==> src/rtl/master_arb_port.sv <==
// master_arb_port: serial arbiter-port master FSM (request, start, end and hold frames).
// Optional grant-wait timeout enabled by defining GRANT_TIMEOUT_EN.
module master_arb_port #(
    parameter int S_ID_WIDTH     = 2,
    parameter int TIMEOUT_CYCLES = 64
) (
    input  logic                  clk,
    input  logic                  rst,
    input  logic                  req,
    input  logic [S_ID_WIDTH-1:0] req_slave_id,
    input  logic                  com_end,
    input  logic                  hold_ack,
    input  logic                  arb_in,
    output logic                  port_out,
    output logic                  ready,
    output logic                  com_active,
    output logic                  preempt_req,
    output logic                  com_done,
    output logic                  timeout_err
);
    localparam int FL = S_ID_WIDTH + 4;
    localparam int CW = $clog2(FL);
    localparam logic [FL-1:0] START_F = {3'b101, {(FL-3){1'b0}}};
    localparam logic [FL-1:0] END_F   = {4'b0110, {(FL-4){1'b0}}};
    localparam logic [FL-1:0] HOLD_F  = {4'b0100, {(FL-4){1'b0}}};

    typedef enum logic [2:0] {
        IDLE, SEND_REQ, WAIT_GRANT, SEND_START, COMM, SEND_END, SEND_HOLD, HELD
    } state_t;

    state_t        state, state_n;
    logic [FL-1:0] tx, tx_n;
    logic [CW-1:0] cnt, cnt_n;
    logic          pre_n, last;
    logic [1:0]    rx_cnt, rx_code;
    logic          rx_sh, rx_valid;
    logic          grant, preempt, resume, expire;

    // Receiver: 0 hunts for a start bit, 1-2 take code bits, 3 is the decode-valid cycle.
    always_ff @(posedge clk) begin
        if (rst) begin
            rx_cnt   <= '0;
            rx_sh    <= 1'b0;
            rx_code  <= '0;
            rx_valid <= 1'b0;
        end else begin
            rx_cnt   <= rx_cnt == 2'd0 ? {1'b0, arb_in} : rx_cnt + 2'd1;
            rx_sh    <= rx_cnt == 2'd1 ? arb_in : rx_sh;
            rx_valid <= rx_cnt == 2'd2 && (rx_sh || arb_in);
            rx_code  <= rx_cnt == 2'd2 ? {rx_sh, arb_in} : rx_code;
        end
    end

    assign grant   = rx_valid && rx_code == 2'b11;
    assign preempt = rx_valid && rx_code == 2'b10;
    assign resume  = rx_valid && rx_code == 2'b01;

    always_comb begin
        state_n = state;
        tx_n    = tx;
        cnt_n   = cnt;
        pre_n   = preempt_req;
        last    = cnt == '0;
        case (state)
            IDLE: if (req) begin
                state_n = SEND_REQ;
                tx_n    = {3'b111, req_slave_id, 1'b0};
                cnt_n   = CW'(FL - 1);
            end
            SEND_REQ, SEND_START, SEND_END, SEND_HOLD: begin
                state_n = !last ? state :
                          state == SEND_REQ   ? WAIT_GRANT :
                          state == SEND_START ? COMM :
                          state == SEND_END   ? IDLE : HELD;
                tx_n    = tx << 1;
                cnt_n   = last ? cnt : cnt - 1'b1;
            end
            WAIT_GRANT: state_n = grant ? SEND_START : expire ? IDLE : WAIT_GRANT;
            COMM: begin
                if (com_end) begin
                    state_n = SEND_END;
                    tx_n    = END_F;
                    cnt_n   = CW'(3);
                    pre_n   = 1'b0;
                end else if (hold_ack && preempt_req) begin
                    state_n = SEND_HOLD;
                    tx_n    = HOLD_F;
                    cnt_n   = CW'(3);
                    pre_n   = 1'b0;
                end else if (preempt) begin
                    pre_n   = 1'b1;
                end
            end
            HELD: if (grant || resume) state_n = SEND_START;
            default: state_n = IDLE;
        endcase
        if (state_n == SEND_START && state != SEND_START) begin
            tx_n  = START_F;
            cnt_n = CW'(2);
        end
    end

    always_ff @(posedge clk) begin
        if (rst) begin
            state       <= IDLE;
            tx          <= '0;
            cnt         <= '0;
            port_out    <= 1'b0;
            ready       <= 1'b1;
            com_active  <= 1'b0;
            preempt_req <= 1'b0;
            com_done    <= 1'b0;
        end else begin
            state       <= state_n;
            tx          <= tx_n;
            cnt         <= cnt_n;
            port_out    <= state_n inside {SEND_REQ, SEND_START, SEND_END, SEND_HOLD} ?
                           tx_n[FL-1] : state_n == COMM;
            ready       <= state_n == IDLE;
            com_active  <= state_n == COMM;
            preempt_req <= pre_n;
            com_done    <= state_n == SEND_END && cnt_n == '0;
        end
    end

`ifdef GRANT_TIMEOUT_EN
    localparam int TW = $clog2(TIMEOUT_CYCLES + 1);
    logic [TW-1:0] tcnt;
    assign expire = state == WAIT_GRANT && tcnt == TW'(TIMEOUT_CYCLES - 1);
    // A grant decoded on the expiry cycle wins, so no error is flagged then.
    always_ff @(posedge clk) begin
        if (rst) begin
            tcnt        <= '0;
            timeout_err <= 1'b0;
        end else begin
            tcnt        <= state == WAIT_GRANT && state_n == WAIT_GRANT ? tcnt + 1'b1 : '0;
            timeout_err <= expire && !grant;
        end
    end
`else
    assign expire      = 1'b0;
    assign timeout_err = 1'b0;
`endif
endmodule

==> config.mk <==
export PLATFORM = sky130hd
export DESIGN_NAME = master_arb_port
export DESIGN_NICKNAME = d
export VERILOG_FILES = /design/src/rtl/master_arb_port.sv
export SDC_FILE = /design/constraint.sdc
export NUM_CORES = 1
export LEC_CHECK = 0
export CAP_MARGIN = 20
export CORE_MARGIN = 2
export CORE_UTILIZATION = 35
export CTS_CLUSTER_SIZE = 10
export DETAILED_ROUTE_END_ITERATION = 8
export GPL_ROUTABILITY_DRIVEN = 0
export PLACE_DENSITY_LB_ADDON = 0.05
export RECOVER_POWER = 100
export SLEW_MARGIN = 0
export SYNTH_ARGS = -nofsm -noshare
export SYNTH_HDL_FRONTEND = slang
export SYNTH_SLANG_ARGS = --single-unit
export TNS_END_PERCENT = 20
==> constraint.sdc <==
create_clock -name clk -period 1.88 [get_ports clk]
set_clock_uncertainty 0.2 [all_clocks]
set_input_delay 0.564 -clock clk [delete_from_list [all_inputs] [get_ports clk]]
set_output_delay 0.564 -clock clk [all_outputs]
set_load 0.02 [all_outputs]
==> run metrics, run 1 <==
status finished, violations left; violated checks negative setup slack; Pre-Repair DR Iteration Count 4; cell family with most CP delay buffers and inverters; Synth Register Bits 22; CTS tree yes; Synth-to-Final Area Change 39.1%; routed vias/inst between 5 and 6; Final Cell Area around 1700 um2; NumNets Final 197; Critical Path RT about 1.9 ns; Finished Layout Cells 229; fmax 516 MHz; hold endpoint tx[3]$_SDFFE_PP0P_; RR Endpoint com_done$_SDFF_PP0_; setup slack on the worst flop-to-flop path -0.06 ns; synthesized area 1230 um2; worst-case clock buffer depth 2; Vias approximately 1100; Die Wd roughly 63 um; hpwl dp 2310 um; per-cell routed wire length between 10 and 15 um; Clk network pwr share 9.7%; startpoint types register; CTS hold repair buffers 0; CP max stage delay between 0.3 and 0.4 ns; Min-Delay Path Class reg -> reg; post-route ant nets 0; PwrDens roughly 1500 nW/um2; final setup margin -0.0572 ns; crit path cell chain inv_2 > buf_4 > buf_4 > buf_4 > ha_1 > and3_1 > a311o_1 > nor4_2; antenna fix cells 0; Peak VDD IR around 0.58 mV; minimum clock period after layout ~1.9 ns; DR iter-0 viols 67; worst r2r src cnt[1]$_SDFF_PP0_; Post-Synthesis Net Count 150; internal power 0.00159 W; register share of total power a little over a quarter; first-pass GRT wire length approximately 5300 um; Global Route Usage Sum approximately 17%; sw power approximately 0.0011 W; # rows 21; fraction of the cycle the final worst path needs 103%; initial core utilization a little under two fifths; DRC violations left 0; ys async rst share 0%; max cap viols 0; initial antenna violation count 0; final hold vios 0; Max FO, Critical Path 2; hold path depth 2; clock-pin slew on the worst setup and hold paths roughly 0.12 ns; Unique masters post-synth 54; Post-Synthesis Cells around 140; DIE HEIGHT ~63 um; LEAKAGE between 0.7 and 0.8 nW; IO Pins 14; Synth Area per Inst 9.01 um2; Worst EP arrival approximately 2.0 ns; WP buf/inv 4; Core Box Area between 3000 and 4000 um2; Slew Viols, Final 0; Clk Latency, worst-skew pair approximately 0.3 ns; area of the die 4020 um2; Root Buffer clkbuf_4; CP most frequent cell buf_4; vias in the first global route ~1100; unrepaired setup endpoints after global routing true; grt ovf 0; CTS H-tree depth 1; CP max stage cell dfxtp_2; combinational share of power between 60% and 70%; final setup fails 4; Design Power 0.00264 W; Inserted Clock Buffers 3; share of layout cells above drive strength 1 between 30% and 40%; critical path class reg -> reg; largest net degree at the start of global routing 14; Post-Place Cells around 220; PortBufs 12; Synth warnings 0; R2R cell count 8; Hold Startpoint tx[3]$_SDFFE_PP0P_; CTS Sinks 22; endpoint type of the worst setup path register; Post-synth EDFFs 0; drt total wl slightly above 3000 um; Main synth FF type dfxtp_1; Seq/Total Area, Yosys 35.7%; sw frac between 30% and 40%; dpl cell area ~1600 um2
[power by group through the flow]
stage	combinational, W	sequential [W]	clock [W]
6_report	0.00168	0.000706	0.000256
5_1_grt	0.00183	0.000726	0.000290
4_1_cts	0.00165	0.000704	0.000270
3_5_place_dp	0.00152	0.000688	0
3_3_place_gp	0.00151	0.000687	0
2_1_floorplan	0.000914	0.000695	0
[layout by cell type (no fill, tap or decap), types with 3 or more instances in the layout]
cell and n:
dfxtp_1 17, nor2b_1 5, buf_6 3, ha_1 4, clkbuf_4 5, a21oi_1 6
a22oi_1 3, clkdlybuf4s50_1 3, nor3b_1 3, nand2_1 9, dlygate4sd2_1 7, inv_2 3
nor2_1 15, dfxtp_2 3, buf_4 29, inv_1 5, mux2i_1 4
[cell usage after synthesis, types with 3 or more instances]
| library cell | n | share of area, % |
|---|---|---|
| dfxtp_1 | 22 | 36 |
| nor2_1 | 15 | 4.6 |
| nor3b_1 | 3 | 1.8 |
| nor2b_1 | 5 | 2.5 |
| a22oi_1 | 3 | 1.8 |
| inv_1 | 7 | 2.1 |
| a21oi_1 | 8 | 3.2 |
| ha_1 | 5 | 5.1 |
| mux2i_1 | 4 | 3.2 |
| nand2_1 | 9 | 2.7 |
[tightest hold or removal path, stage by stage, from the launching register on]
cell and delay, ns:
dfxtp_1 0.34, nand2_1 0.05, a31oi_1 0.07
[routing by layer]
layer	wire, um	track usage [%]
met1	1580	23.2
met3	73	1.96
met2	1400	25.9
met5	0	0
met4	44	7.61
[through the flow]
step / utilization [%] / hold WS [ns] / TNS [ns] / worst slack [ns]
6_report: 51.1 / 0.302 / -0.112 / -0.0572
5_1_grt: 51.1 / 0.344 / -1.10 / -0.134
4_1_cts: 50.8 / 0.292 / -0.128 / -0.0495
3_5_place_dp: 47.1 / 0.282 / -6.63 / -0.575
3_3_place_gp: 47.1 / 0.265 / -6.30 / -0.543
2_1_floorplan: - / 0.258 / 0 / 0.0287
[cell type report]
type | instances | area (um2)
clock buffer | 4 | 36.3
timing repair buffer | 48 | 385
tap | 46 | 57.6
inverter | 8 | 30.0
multi-input combinational | 101 | 757
sequential | 22 | 452
fill | 363 | 1650
[kinds of logic after synthesis]
| family | count (synthesis) | synth area share, % |
|---|---|---|
| AOI/OAI and AO/OA | 34 | 21.6 |
| muxes | 6 | 5.07 |
| other | 1 | 0.304 |
| DFF | 22 | 35.7 |
| buffers and inverters | 14 | 6.18 |
| xor gates and xnor gates | 2 | 1.42 |
| and+or+nand+nor | 53 | 24.7 |
| adders and majority gates | 5 | 5.07 |
[worst max path at each step]
stage | startpoint | to | slack (ns) | cells after the start
global route | state[2]$_SDFF_PP0_ | tx[3]$_SDFFE_PP0P_ | -0.13 | 6
global placement | req | com_done$_SDFF_PP0_ | -0.54 | 6
CTS | state[2]$_SDFF_PP0_ | tx[3]$_SDFFE_PP0P_ | -0.05 | 6
floorplan | cnt[0]$_SDFF_PP0_ | com_done$_SDFF_PP0_ | 0.03 | 7
detailed placement | com_end | tx[3]$_SDFFE_PP0P_ | -0.57 | 7
finish | cnt[1]$_SDFF_PP0_ | com_done$_SDFF_PP0_ | -0.06 | 8
[sequential cells by signal (all words and copies together), names as in the netlist]
signal / cells
tx: 5
cnt: 3
state: 3
rx_cnt: 2
rx_code: 2
com_active: 1
com_done: 1
port_out: 1
preempt_req: 1
ready: 1
rx_sh: 1
rx_valid: 1
[repair_timing]
item	4_1_cts	5_1_grt
endpoints found under the setup margin	16	12
pin swaps	15	6
buffers inserted	5	2
resized for setup	28	1
Power figures use the tool's default switching activity.
==> inputs of run 2 (changes only) <==
- CORE_UTILIZATION: 35 -> 26
==> run 2 against run 1 <==
Count of clock-buffer cells in the layout shrank 1. Hold slack gained 0.019 ns. Largest cell class unchanged. Final cell count grew 3.1%. Routed wire length grew 4.3%. The flow still finishes with violations (negative setup slack). Sequential power grew 0.6%. Setup slack gained 0.0092 ns. Core utilization shrank 12 points. Global-route usage shrank 4.1 points. Sequential share of layout area shrank 1.6 points.
==> run metrics, run 2 (same netlist as run 1, synthesis figures left out) <==
status finished, violations left; violated checks negative setup slack; Slew Viols, Final 0 (unchanged); share of layout cells above drive strength 1 39.6% (+4.6 points); startpoint types input pin; Worst Setup SP com_end; Finished Layout Cells 236 (+3.1%); minimum clock period after layout 1.93 ns (-0.00916 ns); met2 wire len 1440 um (+3.1%); post-route ant nets 0 (unchanged); PortBufs 12 (unchanged); Inserted Clock Buffers 3 (unchanged); final setup fails 2 (-2); largest registers tx: 5 flops, cnt: 3 flops, state: 3 flops; Design Power 0.00301 W (+14%); CTS hold repair buffers 0 (unchanged); Min-Delay Path Class reg -> reg; crit path cell chain clkdlybuf4s15_1 > nand4b_1 > a21oi_2 > a211oi_2 > buf_4 > or2_4 > a31oi_4; R2R cell count 8 (unchanged); per-cell routed wire length 13.7 um (+1.2%); Root Buffer clkbuf_8; final hold vios 0 (unchanged); IO Pins 14 (unchanged); unrepaired setup endpoints after global routing true; setup slack on the worst flop-to-flop path -0.05 ns (about the same); Clk Latency, worst-skew pair 0.27 ns (-0.03 ns); worst setup path endpoint tx[3]$_SDFFE_PP0P_; endpoint type of the worst setup path register; max reg flops 5 (unchanged); initial antenna violation count 0 (unchanged); commonest non-fill, non-tap cells in the layout 30 x buf_4, 18 x dfxtp_1, 15 x nor2_1, 9 x nand2_1, 6 x dlygate4sd2_1; fmax 519 MHz (+0.48%); critical path class in -> reg; hpwl dp 2480 um (+7.3%); Synth-to-Final Area Change 46.8%; Core Box Area 4660 um2 (+39%); vias in the first global route 1077 (-5.6%); Global Route Usage Sum 12.7% (-4.1 points); Metal-1 WL 1660 um (+5.1%); first-pass GRT wire length 5080 um (-3.4%); Largest Register tx; highest routed layer met4; Die Wd 72.9 um (+15%); fraction of the cycle the final worst path needs 103% (-0.49 points); Post-Place Cells 227 (+4.1%); PwrDens 1660 nW/um2 (+7.9%); Vias 1133 (-1.3%); Critical Path RT 1.88 ns (-0.03 ns); DR iter-0 viols 56 (-16%); worst r2r src cnt[1]$_SDFF_PP0_; RR Endpoint tx[3]$_SDFFE_PP0P_; pre-CTS setup slack -0.668 ns (-0.0935 ns); antenna fix cells 0 (unchanged); initial core utilization 26.5% (-10 points); Pre-Repair DR Iteration Count 4 (unchanged); WL met3 77 um (+5.5%); Peak VDD IR 0.605 mV (+4.6%); # rows 25 (+19%); largest net degree at the start of global routing 15 (+1); routed vias/inst 4.80 (-4.2%); DRC violations left 0 (unchanged); NumNets Final 196 (-0.51%); CP max stage cell or2_4; grt ovf 0 (unchanged); max cap viols 0 (unchanged); LEAKAGE 0.745 nW (+4.8%); Worst EP arrival 1.93 ns (-0.03 ns); clock-pin slew on the worst setup and hold paths 0.09 ns (-0.03 ns); area of the die 5320 um2 (+32%); worst-case clock buffer depth 2 (unchanged); drt total wl 3240 um (+4.3%); final setup margin -0.0480 ns (+0.00916 ns); Max FO, Critical Path 5 (+3); CP max stage delay 0.25 ns (-0.11 ns); DIE HEIGHT 72.9 um (+15%); CTS tree yes; CTS H-tree depth 1 (unchanged); commonest non-fill, non-tap cell in the layout buf_4; CTS Sinks 22 (unchanged)
run 2: cell types whose count changed in the layout (fill, tap and decap cells not counted), moves of 2 or more:
cell | before | now
clkbuf_8 | 1 | 3
nor2b_1 | 5 | 3
clkbuf_4 | 5 | 0
clkbuf_2 | 0 | 3
run 2: per-stage QoR:
step / hold slack (ns) / TNS [ns] / utilization, % / cell area [um2]
2_1_floorplan: 0.258 / 0 / - / 1230
3_3_place_gp: 0.267 / -6.82 / 34.6 / 1610
3_5_place_dp: 0.288 / -7.26 / 34.6 / 1610
4_1_cts: 0.300 / -0.0916 / 38.1 / 1780
5_1_grt: 0.359 / -0.447 / 38.9 / 1810
6_report: 0.320 / -0.0580 / 38.9 / 1810
run 2: what timing repair did:
item | 4_1_cts | 5_1_grt
setup endpoints to repair | 18 | 11
pin swaps | 10 | 6
setup buffers | 3 | 4
gates resized for setup | 29 | 12
endpoints found under the hold margin | 0 | 0
run 2: critical path, delay by kind of cell:
kind	cells	cell delay, ns
AO/OA/AOI/OAI	3	0.49
buffers and inverters	2	0.39
AND/OR/NAND/NOR	2	0.48
run 2: how the worst min path moves through the flow:
stage	startpoint	end	slack [ns]	cells past startpoint
after floorplan	tx[3]$_SDFFE_PP0P_	tx[3]$_SDFFE_PP0P_	0.26	2
after global placement	tx[3]$_SDFFE_PP0P_	tx[3]$_SDFFE_PP0P_	0.27	2
after detailed placement	tx[3]$_SDFFE_PP0P_	tx[3]$_SDFFE_PP0P_	0.29	2
after CTS	tx[3]$_SDFFE_PP0P_	tx[3]$_SDFFE_PP0P_	0.30	2
after global routing	rx_sh$_SDFFE_PP0N_	rx_valid$_SDFF_PP0_	0.36	2
final	tx[3]$_SDFFE_PP0P_	tx[4]$_SDFFE_PP0P_	0.32	2
run 2: area by class of cell:
| class | instances | area, um2 |
|---|---|---|
| inverters | 8 | 30.0 |
| multi-input cells | 101 | 827 |
| clock inverters | 1 | 30.0 |
| fillers | 470 | 2850 |
| repair buffers | 47 | 369 |
| flip-flops and latches | 22 | 448 |
| well taps | 54 | 67.6 |
| clock buffers | 3 | 41.3 |
run 2: metal layers:
metal / track usage (%) / vias to the layer above
met1: 17.5 / 531
li1: - / 582
met3: 1.66 / 5
met2: 19.6 / 15
met5: 0 / -
met4: 5.76 / 0
run 2: where the power goes:
| part | internal (W) | total, W | switching [W] |
|---|---|---|---|
| Combinational | 0.000964 | 0.00186 | 0.000891 |
| Sequential | 0.000601 | 0.000710 | 0.000108 |
| Clock | 0.000285 | 0.000446 | 0.000161 |
==> inputs of run 3 (changes only) <==
- PLACE_DENSITY_LB_ADDON: 0.05 -> unset
==> run 3 against run 2 <==
Combinational power shrank 16%. Total power decreased by 9.9%. Count of clock-buffer cells in the layout is the same. Register-to-register slack better by 0.06 ns. The run still ends with negative setup slack left. Critical path depth fell by 1. Sequential power fell by 0.6%. Die area unchanged. Fmax up 2.5%. Non-clock buffer count down 4.
==> run metrics, run 3 (same netlist as run 1, synthesis figures left out) <==
status finished, violations left; violated checks negative setup slack; worst-case clock buffer depth 2 (unchanged); share of layout cells above drive strength 1 30.9% (-8.7 points); setup total negative slack -0.000248 ns (+0.0577 ns); hpwl dp 2180 um (-12%); Pre-Repair DR Iteration Count 4 (unchanged); Worst EP arrival 1.86 ns (-0.07 ns); max reg flops 5 (unchanged); commonest non-fill, non-tap cells in the layout 28 x buf_4, 18 x dfxtp_1, 15 x nor2_1, 9 x nand2_1; register share of total power 26.0% (+2.4 points); sw frac 37.9% (-0.71 points); Largest Register tx; PortBufs 12 (unchanged); Clk network pwr share 16.4% (+1.6 points); Global Route Usage Sum 11.7% (-0.95 points); worst setup path endpoint com_done$_SDFF_PP0_; CTS Sinks 22 (unchanged); Post-Place Cells 222 (-2.2%); NumNets Final 192 (-2.0%); commonest non-fill, non-tap cell in the layout buf_4; startpoint types input pin; initial antenna violation count 0 (unchanged); critical path class in -> reg; Slew Viols, Final 0 (unchanged); fmax 532 MHz (+2.5%); antenna fix cells 0 (unchanged); per-cell routed wire length 12.3 um (-10%); Inserted Clock Buffers 3 (unchanged); pre-CTS setup slack -0.563 ns (+0.105 ns); first-pass GRT wire length 4840 um (-4.6%); Vias 1129 (-0.35%); fraction of the cycle the final worst path needs 100% (-2.5 points); largest registers tx: 5 flops, cnt: 3 flops, state: 3 flops; Clk Latency, worst-skew pair 0.27 ns (about the same); sw power 0.00103 W (-12%); DIE HEIGHT 72.9 um (unchanged); endpoint type of the worst setup path register; R2R cell count 7 (-1); Worst Setup SP com_end; CTS tree yes; internal power 0.00169 W (-8.9%); clock-pin slew on the worst setup and hold paths 0.08 ns (about the same); final setup margin -0.000248 ns (+0.0478 ns); IO Pins 14 (unchanged); DRC violations left 0 (unchanged); Die Wd 72.9 um (unchanged); CTS H-tree depth 1 (unchanged); vias in the first global route 1077 (unchanged); Max FO, Critical Path 5 (unchanged); final setup fails 1 (-1); combinational share of power 57.5% (-4.1 points); routed vias/inst 4.87 (+1.4%); grt ovf 0 (unchanged); Finished Layout Cells 232 (-1.7%); initial core utilization 26.5% (unchanged); post-route ant nets 0 (unchanged); drt total wl 2860 um (-12%); CTS hold repair buffers 0 (unchanged); max cap viols 0 (unchanged); area of the die 5320 um2 (unchanged); LEAKAGE 0.704 nW (-5.6%); Core Box Area 4660 um2 (unchanged); Critical Path RT 1.86 ns (-0.02 ns); PwrDens 1600 nW/um2 (-4.0%); Peak VDD IR 0.418 mV (-31%); minimum clock period after layout 1.88 ns (-0.0478 ns); final hold vios 0 (unchanged); Root Buffer clkbuf_8; # rows 25 (unchanged); setup slack on the worst flop-to-flop path 0.01 ns (+0.06 ns); RR Endpoint cnt[1]$_SDFF_PP0_; worst r2r src cnt[1]$_SDFF_PP0_; Min-Delay Path Class reg -> reg; Synth-to-Final Area Change 37.7%; DR iter-0 viols 68 (+21%); largest net degree at the start of global routing 14 (-1); unrepaired setup endpoints after global routing true
[run 3: changes by cell type in the layout (fill, tap and decap cells not counted), sizes merged]
| cell | before | now |
|---|---|---|
| dlygate4sd3 | 0 | 1 |
| clkdlybuf4s15 | 1 | 0 |
| clkbuf | 7 | 6 |
| dlygate4sd2 | 6 | 8 |
| clkdlybuf4s50 | 4 | 3 |
| buf | 32 | 28 |
[run 3: routing by layer]
layer	GRT usage, %	routed length, um
met5	0	0
met4	5.76	49
met3	1.52	72
met2	18.2	1320
met1	15.9	1420
[run 3: repair_timing]
item                                    4_1_cts  5_1_grt
buffers inserted                              5        1
endpoints found under the setup margin       17       11
gates resized for setup                      19        1
pin swaps                                    11        5
[run 3: worst min-delay path by stage]
stage	depth (start not counted)	start	endpoint
2_1_floorplan	2	tx[3]$_SDFFE_PP0P_	tx[3]$_SDFFE_PP0P_
3_3_place_gp	2	tx[3]$_SDFFE_PP0P_	tx[3]$_SDFFE_PP0P_
3_5_place_dp	2	tx[3]$_SDFFE_PP0P_	tx[3]$_SDFFE_PP0P_
4_1_cts	2	tx[3]$_SDFFE_PP0P_	tx[3]$_SDFFE_PP0P_
5_1_grt	2	tx[3]$_SDFFE_PP0P_	tx[3]$_SDFFE_PP0P_
6_report	2	tx[3]$_SDFFE_PP0P_	tx[3]$_SDFFE_PP0P_
[run 3: worst max-delay path: stages]
cell and delay (ns):
dlygate4sd2_1 0.26, nand4b_1 0.13, a21oi_1 0.10, a211oi_2 0.39, o211ai_2 0.15, nor4_2 0.27
[run 3: power groups by stage]
stage / sequential [W] / combinational [W] / clock (W)
floorplan: 0.000695 / 0.000914 / 0
global placement: 0.000702 / 0.00143 / 0
detailed placement: 0.000705 / 0.00143 / 0
CTS: 0.000704 / 0.00154 / 0.000455
global route: 0.000724 / 0.00171 / 0.000477
finish: 0.000706 / 0.00156 / 0.000446
[run 3: cell type report]
cell class                 instances  area (um2)
clock buffer                       3        41.3
clock inverter                     1        30.0
fill                             466        2960
inverter                           8        30.0
multi-input combinational        101         751
sequential                        22         445
tap                               54        67.6
timing repair buffer              43         335
[run 3: metrics by stage]
stage          hold slack (ns)  power, W  util (%)  area, um2
5_1_grt                  0.325   0.00291      36.5       1700
3_5_place_dp             0.276   0.00213      33.6       1560
4_1_cts                  0.278   0.00270      36.3       1690
3_3_place_gp             0.268   0.00213      33.6       1560
2_1_floorplan            0.258   0.00161         -       1230
6_report                 0.293   0.00271      36.5       1700
